<file path="src/rtl/timer_display_pkg.sv">
// Shared types and constants for the countdown timer display path.
// Holds the FSM state enum, BCD digit type, and the seconds clamp helper.
package timer_display_pkg;

  typedef enum logic [1:0] {
    IDLE,
    CONVERT,
    COMMIT
  } state_t;

  typedef logic [3:0] bcd_t;

  localparam logic [5:0] SEC_MAX     = 6'd59;
  localparam logic [2:0] CONV_CYCLES = 3'd6;

  // Out-of-range seconds from the timer are shown as 59.
  function automatic logic [5:0] clamp_sec(input logic [5:0] s);
    return (s > SEC_MAX) ? SEC_MAX : s;
  endfunction

endpackage

</file>
<file path="src/rtl/timer_display_bin2bcd6.sv">
// Serial 6-bit binary to two-digit BCD converter, one bit per cycle.
// Ports: clk, reset, start (load bin), bin[5:0], done (1-cycle pulse), tens, ones.
module bin2bcd6
  import timer_display_pkg::*;
(
  input  logic       clk,
  input  logic       reset,
  input  logic       start,
  input  logic [5:0] bin,
  output logic       done,
  output bcd_t       tens,
  output bcd_t       ones
);

  logic [5:0] sh;
  logic [7:0] bcd;
  logic [7:0] adj;
  logic [2:0] cnt;
  logic       busy;

  // Add-3 on any nibble >= 5 before the shift keeps each digit in BCD.
  always_comb begin
    adj = bcd;
    if (bcd[3:0] >= 4'd5) adj[3:0] = bcd[3:0] + 4'd3;
    if (bcd[7:4] >= 4'd5) adj[7:4] = bcd[7:4] + 4'd3;
  end

  always_ff @(posedge clk) begin
    if (reset) begin
      sh   <= '0;
      bcd  <= '0;
      cnt  <= '0;
      busy <= 1'b0;
      done <= 1'b0;
    end else begin
      done <= 1'b0;
      if (start) begin
        sh   <= bin;
        bcd  <= '0;
        cnt  <= CONV_CYCLES;
        busy <= 1'b1;
      end else if (busy) begin
        {bcd, sh} <= {adj[6:0], sh, 1'b0};
        cnt       <= cnt - 3'd1;
        if (cnt == 3'd1) begin
          busy <= 1'b0;
          done <= 1'b1;
        end
      end
    end
  end

  assign tens = bcd[7:4];
  assign ones = bcd[3:0];

endmodule

</file>
<file path="src/rtl/timer_display.sv">
// Frame-synchronous snapshot, BCD conversion and blink control for a timer.
// Ports: clk, reset, minute, second, to, frame_tick -> digits, valid, blink_on, expired, overrun.
module timer_display
  import timer_display_pkg::*;
#(
  parameter int BLINK_FRAMES = 16,
  parameter int LOW_TIME_SEC = 10
) (
  input  logic       clk,
  input  logic       reset,
  input  logic [1:0] minute,
  input  logic [5:0] second,
  input  logic       to,
  input  logic       frame_tick,
  output bcd_t       digit_m,
  output bcd_t       digit_s10,
  output bcd_t       digit_s1,
  output logic       valid,
  output logic       blink_on,
  output logic       expired,
  output logic       overrun
);

  localparam int CW = (BLINK_FRAMES > 1) ? $clog2(BLINK_FRAMES) : 1;
  localparam logic [CW-1:0] CNT_LAST = CW'(BLINK_FRAMES - 1);

  state_t        state;
  logic [3:0]    snap_min;
  logic [5:0]    snap_sec;
  logic          snap_to;
  logic [CW-1:0] blink_cnt;

  logic       start;
  logic       conv_done;
  bcd_t       tens;
  bcd_t       ones;
  logic [7:0] total;
  logic       low_time;
  logic       exp_next;

  // The converter loads on the same edge the snapshot is taken.
  assign start    = (state == IDLE) && frame_tick;
  assign total    = {4'b0, snap_min} * 8'd60 + {2'b0, snap_sec};
  assign low_time = (int'(total) < LOW_TIME_SEC) && !snap_to;
  assign exp_next = expired | snap_to;

  bin2bcd6 u_conv (
    .clk   (clk),
    .reset (reset),
    .start (start),
    .bin   (clamp_sec(second)),
    .done  (conv_done),
    .tens  (tens),
    .ones  (ones)
  );

  always_ff @(posedge clk) begin
    if (reset) begin
      state     <= IDLE;
      snap_min  <= '0;
      snap_sec  <= '0;
      snap_to   <= 1'b0;
      blink_cnt <= '0;
      digit_m   <= '0;
      digit_s10 <= '0;
      digit_s1  <= '0;
      valid     <= 1'b0;
      blink_on  <= 1'b1;
      expired   <= 1'b0;
      overrun   <= 1'b0;
    end else begin
      unique case (state)
        IDLE: begin
          if (frame_tick) begin
            snap_min <= {2'b0, minute};
            snap_sec <= clamp_sec(second);
            snap_to  <= to;
            state    <= CONVERT;
          end
        end
        CONVERT: begin
          if (frame_tick) overrun <= 1'b1;
          if (conv_done) state <= COMMIT;
        end
        COMMIT: begin
          if (frame_tick) overrun <= 1'b1;
          valid   <= 1'b1;
          expired <= exp_next;
          if (exp_next) begin
            digit_m   <= '0;
            digit_s10 <= '0;
            digit_s1  <= '0;
            blink_on  <= 1'b1;
            blink_cnt <= '0;
          end else begin
            digit_m   <= snap_min;
            digit_s10 <= tens;
            digit_s1  <= ones;
            if (low_time) begin
              if (blink_cnt == CNT_LAST) begin
                blink_cnt <= '0;
                blink_on  <= ~blink_on;
              end else begin
                blink_cnt <= blink_cnt + 1'b1;
              end
            end else begin
              blink_cnt <= '0;
              blink_on  <= 1'b1;
            end
          end
          state <= IDLE;
        end
        default: state <= IDLE;
      endcase
    end
  end

endmodule

</file>
<file path="config.mk">
export PLATFORM = sky130hd
export DESIGN_NAME = timer_display
export DESIGN_NICKNAME = d
export VERILOG_FILES = /design/src/rtl/timer_display_pkg.sv /design/src/rtl/timer_display_bin2bcd6.sv /design/src/rtl/timer_display.sv
export SDC_FILE = /design/constraint.sdc
export NUM_CORES = 1
export LEC_CHECK = 0
export BUFFER_PORTS_ARGS = -buffer_cell sky130_fd_sc_hd__buf_2
export CAP_MARGIN = 0
export CELL_PAD_IN_SITES_DETAIL_PLACEMENT = 0
export CELL_PAD_IN_SITES_GLOBAL_PLACEMENT = 2
export CORE_ASPECT_RATIO = 0.9
export CORE_MARGIN = 2
export CORE_UTILIZATION = 31
export CTS_CLUSTER_SIZE = 10
export DETAILED_ROUTE_END_ITERATION = 10
export HOLD_SLACK_MARGIN = 0.03
export PLACE_DENSITY = 0.84
export SLEW_MARGIN = 20
export SYNTH_ARGS = -nofsm -noshare
export SYNTH_HDL_FRONTEND = slang
export SYNTH_SLANG_ARGS = --single-unit
</file>
<file path="constraint.sdc">
create_clock -name clk -period 2.3 [get_ports clk]
set_input_delay 0.575 -clock clk [delete_from_list [all_inputs] [get_ports clk]]
set_output_delay 0.575 -clock clk [all_outputs]
set_load 0.05 [all_outputs]
</file>
## After elaboration in Yosys (flattened, before gate mapping)

Index checks and enable logic that the tools add are counted.

- Add/sub/neg operators: 5
- $mul: 1
- Magnitude comparators: 4
- Equality and inequality tests: 7
- Multiplexer cells: 23
- Bitwise gates (word level): 3
- Reduce and logical (&&, ||, !) cells: 12

Operators with widths:

| operator | count |
|---|---|
| 2-to-1 mux 4 bit | 6 |
| 2-to-1 mux 6 bit | 3 |
| 2-to-1 mux 3 bit | 3 |
| adder 8 x 6 -> 8 bit | 1 |
| >= comparator 4 x 3 -> 1 bit (second input constant) | 2 |
| < comparator 8 x 4 -> 1 bit (second input constant) | 1 |
| AND reduction 2 bit | 4 |
| 2-to-1 mux 1 bit | 7 |
| greater-than comparator 6 bit (second input constant) | 1 |
| multiplier 2 x 4 -> 6 bit (second input constant) | 1 |
| 2-to-1 mux 2 bit | 3 |
| adder 4 x 1 -> 4 bit (second input constant) | 1 |
| adder 4 x 2 -> 4 bit (second input constant) | 1 |
| == test 4 bit (second input constant) | 1 |
| one-hot mux 2 bit (2 select lines) | 1 |
| OR reduction 2 bit | 2 |
| adder 3 x 2 -> 3 bit (second input constant) | 1 |
| == test 3 x 1 -> 1 bit (second input constant) | 1 |
| != test 3 x 1 -> 1 bit (second input constant) | 1 |
| OR reduction 3 bit | 1 |
| subtractor 3 x 1 -> 3 bit (second input constant) | 1 |
| == test 2 x 1 -> 1 bit (second input constant) | 1 |
| == test 2 bit (second input constant) | 1 |
| logical AND 1 bit | 2 |
| other kinds (7) | 8 |

- Register bits: 50
- Input port bits: 12
- Word-level logic and storage cells: 73

## Logic depth before layout (Yosys ltp)

Gate-level depths: netlist (run 1).

- Depth in word-level cells: 6
- Mapped depth: 9
- Depth with buffers taken out: 9

## Cells and area by module

Synthesis (run 1) repeated with hierarchy kept, for this count alone.

- Cell total of the unflattened synthesis: 291
- Area total of the unflattened synthesis: 2428.6 um2

Modules (own cells, without submodules):

| module | times used | cells each | area an instance (um2) | seq. area each (um2) |
|---|---|---|---|---|
| timer_display | 1 | 173 | 1441.4 | 560.5 |
| bin2bcd6 | 1 | 118 | 987.2 | 380.4 |

## Least setup slack after synthesis (run 1)

No wires, ideal clock.

- Kind: register to register
- From: register snap_min[0]
- To: register blink_cnt[3]
- Arrival: 2.117 ns
- Required time: 2.221 ns
- Slack: 0.103 ns
- Stages on the path, launching flop included: 9
- Path buffers: 0
- Clock period less this slack: 2.197 ns
- Cells stage by stage: dfxtp_1 inv_1 ha_1 ha_1 and3_1 or3_1 a21oi_2 nand4_1 a211oi_2

- Cells in the longest elaborated chain, start to end: 6

RTL lines:

| what | RTL line | RTL |
|---|---|---|
| start, declared | timer_display.sv:28 | `logic [3:0] snap_min;` |
| start signal, assigned | timer_display.sv:75 | `snap_min <= {2'b0, minute};` |
| multiplier 2 x 4 -> 6 bit | timer_display.sv:43 | `assign total = {4'b0, snap_min} * 8'd60 + {2'b0, snap_sec};` |
| adder 8 x 6 -> 8 bit | timer_display.sv:43 |  |
| < comparator 8 x 4 -> 1 bit | timer_display.sv:44 | `assign low_time = (int'(total) < LOW_TIME_SEC) && !snap_to;` |
| logical AND 1 bit | timer_display.sv:44 |  |
| 2-to-1 mux 4 bit | timer_display.sv:99 | `if (low_time) begin` |
| 2-to-1 mux 4 bit | timer_display.sv:89 | `if (exp_next) begin` |
| end signal, assigned | timer_display.sv:104 | `blink_cnt <= blink_cnt + 1'b1;` |
| end, declared | timer_display.sv:31 | `logic [CW-1:0] blink_cnt;` |

No other way between the ends.
A chain may end at the register's enable or synchronous reset.

## Worst setup path after layout (run 1)

Ends and elaborated chain as after synthesis.

==> results.md, run 1 <==
* Core ar. at 0.00711 mm²
* Fin. Hold Viols at 0
* Top routing layer in use: met4
* Global route total overflow at 0
* R2R cell count at 8
* Mux contribution to synthesized area at 0.0546
* Post-Syn Area per Cell at 8.52 µm²
* Port buffer count at 25
* Vias at 1805
* Clock sinks at 47
* Post-synthesis simple-gate area fraction at 0.189
* Vias in the first global route at 1664
* Seq cells post-synth at 47
* Post-synth cell types at 38
* Critical path required time at 2.52 ns
* Post-synth EDFFs at 0
* Placed cells at 382
* Synth Area in XOR/XNOR at 0.0344
* DP HPWL at 3460 µm
* Crit-path max FO at 4
* Final min period at 2.17 ns
* CTS H-tree lvls at 2
* Iteration-0 DRC Markers at 46
* Top cell type's share of synthesized area at 0.410
* Area post-placement at 0.00254 mm²
* Row cnt at 29
* Largest net degree at the start of global routing at 20
* Outcome: finished, final reports clean
* Worst R2R Start: snap_min[0]
* Crit. Startpoint: snap_min[0]
* Initial Util at 0.322
* Mapped Area at 0.00229 mm²
* Hold WC Path Type: reg -> reg
* Clk root buf: clkbuf_8
* Critical Path End Type: register
* Flop-to-flop setup slack at 0.13 ns
* GP Congestion at 0.766
* Clock latency on the worst-skew pair at 0.29 ns
* Die ar. at 0.00810 mm²
* Fin Clk Skew at 0.00389 ns
* Gr usage total at 0.125
* Synth area leaders: dfxtp_1 (41%), ha_1 (10%), a21oi_1 (8.3%), nand2_1 (4.7%), nor2_1 (4.3%)
* Design area at 0.00269 mm²
* Worst Setup EP: blink_cnt[3]
* Worst hold slack at 0.476 ns
* Count leader, synth: dfxtp_1
* Detail Route met2 WL at 2150 µm
* Cells after synthesis at 269
* Met1 wire length at 2400 µm
* Synth area leader: dfxtp_1
* Combinational family with the most area after synthesis: simple AND/OR/NAND/NOR gates
* Fin cells at 390
* First-pass GRT wire length at 7990 µm
* Crit Path Class: reg -> reg
* Filler cells at 774
* Leakage at 0.00114 µW
* Slew Viols, Final at 0
* Crit share post-route at 0.944
* Die Height at 85.6 µm
* Fin nets at 329
* Die Wd at 94.6 µm
* Power density cells at 879 mW/mm²
* CP arrival at 2.40 ns
* Synth Area in Compound Gates at 0.145
* Post-synth top flop: dfxtp_1
* Max-cap viol count at 0
* Met3 WL post-DR at 119 µm
* TritonCTS buffer count at 5
* DRC viols at 0
* WL/cell at 12.1 µm
* Worst vdd ir at 0.263 mV
* Vias per inst at 4.63
* # setup viols final at 0
* TritonCTS clock tree: built
* Critical Path Source Type: register
* Seq/Total Area, Yosys at 0.410
* Synth Area in Adders at 0.112
* Clock slew seen by the registers of the worst setup and hold paths at 0.08 ns
* Pre-antenna DRT Iters at 4
* Clock tree buffer depth at 2
* Io pins at 28
* Initial antenna violation count at 0
* R2r endpoint: blink_cnt[3]
* Final antenna-violating net count at 0
* Power Total at 2360 µW
* FFs w/ async S/R, synth at 0
* Fmax at 460 MHz
* Share of cells above drive strength 1 at 0.175
* Commonest cells in the netlist: dfxtp_1 (47), a21oi_1 (38), nand2_1 (29)
* Ys Warns at 0
* Diode count at 0
* Routed Wire Length at 4710 µm
* Layout area overhead at 17.2%
per-stage QoR:
step	TNS [ns]	setup slack, ns	util
after floorplan	0	0.103	-
after global placement	0	0.0917	0.357
after detailed placement	0	0.0563	0.357
after CTS	0	0.0352	0.371
after global routing	-0.00271	-0.00271	0.378
final	0	0.128	0.378
cell type report:
class / count / area [µm²] / share of cell area
sequential: 47 / 941 / 0.350
multi-input combinational: 193 / 1270 / 0.474
tap: 93 / 116 / 0.0433
inverter: 16 / 60.1 / 0.0224
clock buffer: 6 / 72.6 / 0.0270
clock inverter: 1 / 30.0 / 0.0112
timing repair buffer: 34 / 193 / 0.0717
cell families (layout without fill, tap and decap cells):
| family | count (synthesis) | after routing |
|---|---|---|
| simple gates | 92 | 92 |
| mux | 12 | 12 |
| other cells | 1 | 2 |
| buf+inv | 30 | 57 |
| flops | 47 | 47 |
| fa+ha+maj | 20 | 20 |
| xor+xnor | 9 | 9 |
| compound gates | 58 | 58 |
repair_timing:
item	4_1_cts	5_1_grt
setup endpoints to repair	0	3
gates resized for setup	0	4
setup buffers	0	1
hold buffers	0	0
metal layers:
metal,global-route usage,up-vias
met5,0,-
met4,0.0356,0
met3,0.0255,2
met2,0.191,20
met1,0.178,832
li1,-,951
layout by cell type (no fill, tap or decap), drive strengths merged, types with 3 or more instances in the layout:
master  netlist  routed
a21o          3       3
inv          16      16
xnor2         7       7
ha           19      19
nand2b        6       6
nand4         3       3
o22ai         3       3
mux2          4       4
clkbuf        7       6
a21oi        39      39
o21ai         7       7
mux2i         8       8
dfxtp        47      47
nand3         7       7
nor2         26      26
buf           7      34
nand2        29      29
nor2b        11      11
worst max-delay path: stages, from the launching register on:
cell	delay, ns
dfxtp_1	0.32
buf_4	0.14
ha_1	0.23
fa_1	0.42
a21o_2	0.20
a21oi_1	0.22
xnor2_2	0.17
nand4_1	0.17
a211oi_2	0.23
how the worst min path moves through the flow:
stage                      startpoint     endpoint  slack [ns]  cells past startpoint
after CTS                 snap_sec[4]  snap_sec[4]        0.48                      2
after floorplan           snap_sec[1]  snap_sec[1]        0.43                      2
final                     snap_sec[2]  snap_sec[2]        0.48                      2
after detailed placement        valid        valid        0.46                      2
after global placement          valid        valid        0.45                      2
after global routing      snap_sec[2]  snap_sec[2]        0.50                      2
state kept, by name, indices dropped and copies added (netlist names):
register / cells
digit_m: 2
u_conv.done: 1
u_conv.bcd: 8
valid: 1
state: 2
u_conv.cnt: 3
digit_s1: 4
blink_cnt: 4
snap_to: 1
overrun: 1
u_conv.sh: 6
blink_on: 1
snap_sec: 5
u_conv.busy: 1
snap_min: 2
digit_s10: 4
expired: 1
power breakdown:
part           internal, µW  switching (µW)
clock network           319             271
logic                   321             468
registers               910            73.2
Note: power is estimated with default switching activity, not from simulation.
==> inputs of run 2 (changes only) <==
CORE_MARGIN = 4   (was 2)
==> results.md, run 2 (synthesized netlist as in run 1, its figures left out) <==
* WL/cell at 12.1 µm (+0.55%)
* Critical path required time at 2.54 ns (+0.02 ns)
* Die ar. at 0.00884 mm² (+9.1%)
* DRC viols at 0 (unchanged)
* Die Height at 89.6 µm (+4.7%)
* Worst vdd ir at 0.268 mV (+1.8%)
* Io pins at 28 (unchanged)
* Iteration-0 DRC Markers at 35 (-24%)
* Clk root buf: clkbuf_8
* Initial antenna violation count at 0 (unchanged)
* Sequential power share at 0.433 (+0.017)
* TritonCTS buffer count at 5 (unchanged)
* Global route total overflow at 0 (unchanged)
* Sw Share at 0.363 (+0.0193)
* Met1 Use GR at 0.148 (-0.0298)
* Commonest cells after routing, fill and taps aside: dfxtp_1 (47), a21oi_1 (38), nand2_1 (29)
* Largest net degree at the start of global routing at 20 (unchanged)
* GP Congestion at 0.730 (-4.6%)
* Power Total at 2270 µW (-3.9%)
* Crit-path max FO at 4 (unchanged)
* Power density cells at 854 mW/mm² (-2.9%)
* Die Wd at 98.6 µm (+4.2%)
* Crit Path Class: reg -> reg
* # setup viols final at 0 (unchanged)
* Final setup TNS at 0 ns (unchanged)
* Internal Power at 1450 µW (-6.7%)
* Cells on Worst Hold Path at 2 (unchanged)
* RSZ-0062 raised after global routing: false
* Slew Viols, Final at 0 (unchanged)
* Fin Clk Skew at 0.00929 ns (+0.00540 ns)
* Clock sinks at 47 (unchanged)
* CTS H-tree lvls at 2 (unchanged)
* Routed Wire Length at 4760 µm (+1.1%)
* Max-cap viol count at 0 (unchanged)
* Vias at 1808 (+0.17%)
* Fmax at 457 MHz (-0.70%)
* Largest Register: u_conv.bcd
* Most common cell after layout, fill and taps aside: dfxtp_1
* R2R cell count at 9 (+1)
* DP HPWL at 3540 µm (+2.4%)
* Combinational share of power at 0.338 (+0.004)
* Clock slew seen by the registers of the worst setup and hold paths at 0.09 ns (about the same)
* Clock latency on the worst-skew pair at 0.31 ns (+0.02 ns)
* Leakage at 0.00113 µW (-0.41%)
* Row cnt at 29 (unchanged)
* Switching pwr at 824 µW (+1.5%)
* Outcome: finished, final reports clean
* Routing usage on met3 at 0.0340 (+0.00849)
* Cts hold-fix bufs at 0 (unchanged)
* Fin nets at 330 (+0.30%)
* Pre-antenna DRT Iters at 4 (unchanged)
* Initial Util at 0.322 (unchanged)
* GR Util met2 at 0.184 (-0.00730)
* TritonCTS clock tree: built
* CP arrival at 2.43 ns (+0.03 ns)
* Final min period at 2.19 ns (+0.0153 ns)
* Layout area overhead at 15.9%
* Diode count at 0 (unchanged)
* Vias per inst at 4.61 (-0.34%)
* Critical Path Source Type: register
* Regs by FF count: u_conv.bcd (8), u_conv.sh (6), snap_sec (5)
* Number of flip-flops in the largest register at 8 (unchanged)
* Fin. Hold Viols at 0 (unchanged)
* Port buffer count at 25 (unchanged)
* First-pass GRT wire length at 8020 µm (+0.34%)
* Gr usage total at 0.112 (-0.0128)
* Core ar. at 0.00711 mm² (unchanged)
* Design area at 0.00266 mm² (-1.1%)
* Busiest layer in global routing: met2
* Clock tree buffer depth at 2 (unchanged)
* Crit share post-route at 0.951 (+0.00664)
* Final antenna-violating net count at 0 (unchanged)
* Area post-placement at 0.00254 mm² (unchanged)
* Critical Path End Type: register
* Share of cells above drive strength 1 at 0.181 (+0.00552)
* Hold WC Path Type: reg -> reg
* Vias in the first global route at 1689 (+1.5%)
* Clk pwr share at 0.229 (-0.021)
* Worst hold slack at 0.471 ns (-0.00505 ns)
run 2: cell types whose count changed in the layout (fill, tap and decap cells not counted), sizes merged:
cell    delta
bufinv     -1
clkbuf     -1
clkinv     +1
inv        +2
buf        +1
run 2: metal layers:
metal  wire, µm  share of wire
met4         33         0.0069
met1       2350           0.49
met5          0              0
met2       2200           0.46
met3        175          0.037
run 2: what timing repair did:
| action | in CTS | in global routing |
|---|---|---|
| endpoints found under the setup margin | 0 | 1 |
| setup buffers | 0 | 2 |
| resized for setup | 0 | 2 |
run 2: power groups by stage:
stage / clock network, µW / registers (µW) / logic (µW)
final: 521 / 981 / 767
after global routing: 574 / 997 / 881
after CTS: 540 / 983 / 733
after detailed placement: 0 / 1000 / 727
after global placement: 0 / 998 / 726
after floorplan: 0 / 1020 / 522
run 2: path summary, 6_finish.rpt:
path | start | end | slack, ns
hold / removal | snap_sec[2] | snap_sec[2] | 0.47
setup reg to reg | snap_min[0] | blink_cnt[0] | 0.11
hold reg to reg | snap_sec[2] | snap_sec[2] | 0.47
setup / recovery | snap_min[0] | blink_cnt[0] | 0.11
run 2: critical path: stages, from the launching register on:
cell and delay [ns]:
dfxtp_1 0.34, inv_1 0.08, ha_4 0.25, fa_1 0.44, a21o_2 0.20, a21oi_1 0.16, xnor2_1 0.21, nand4_1 0.19
buf_4 0.17, o22ai_1 0.08
run 2: through the flow:
stage / setup slack, ns / cells / util
after floorplan: 0.103 / 270 / -
after global placement: 0.0874 / 382 / 0.357
after detailed placement: 0.0586 / 382 / 0.357
after CTS: 0.0330 / 390 / 0.369
final: 0.113 / 392 / 0.374
after global routing: 0.00948 / 392 / 0.374
run 2: cell type report:
type                            count  area, µm²
Clock buffer                        5       68.8
Timing Repair Buffer               35        200
Inverter                           16       60.1
Multi-Input combinational cell    193       1250
Clock inverter                      3       22.5
Sequential cell                    47        941
Tap cell                           93        116
Fill cell                         765       4450
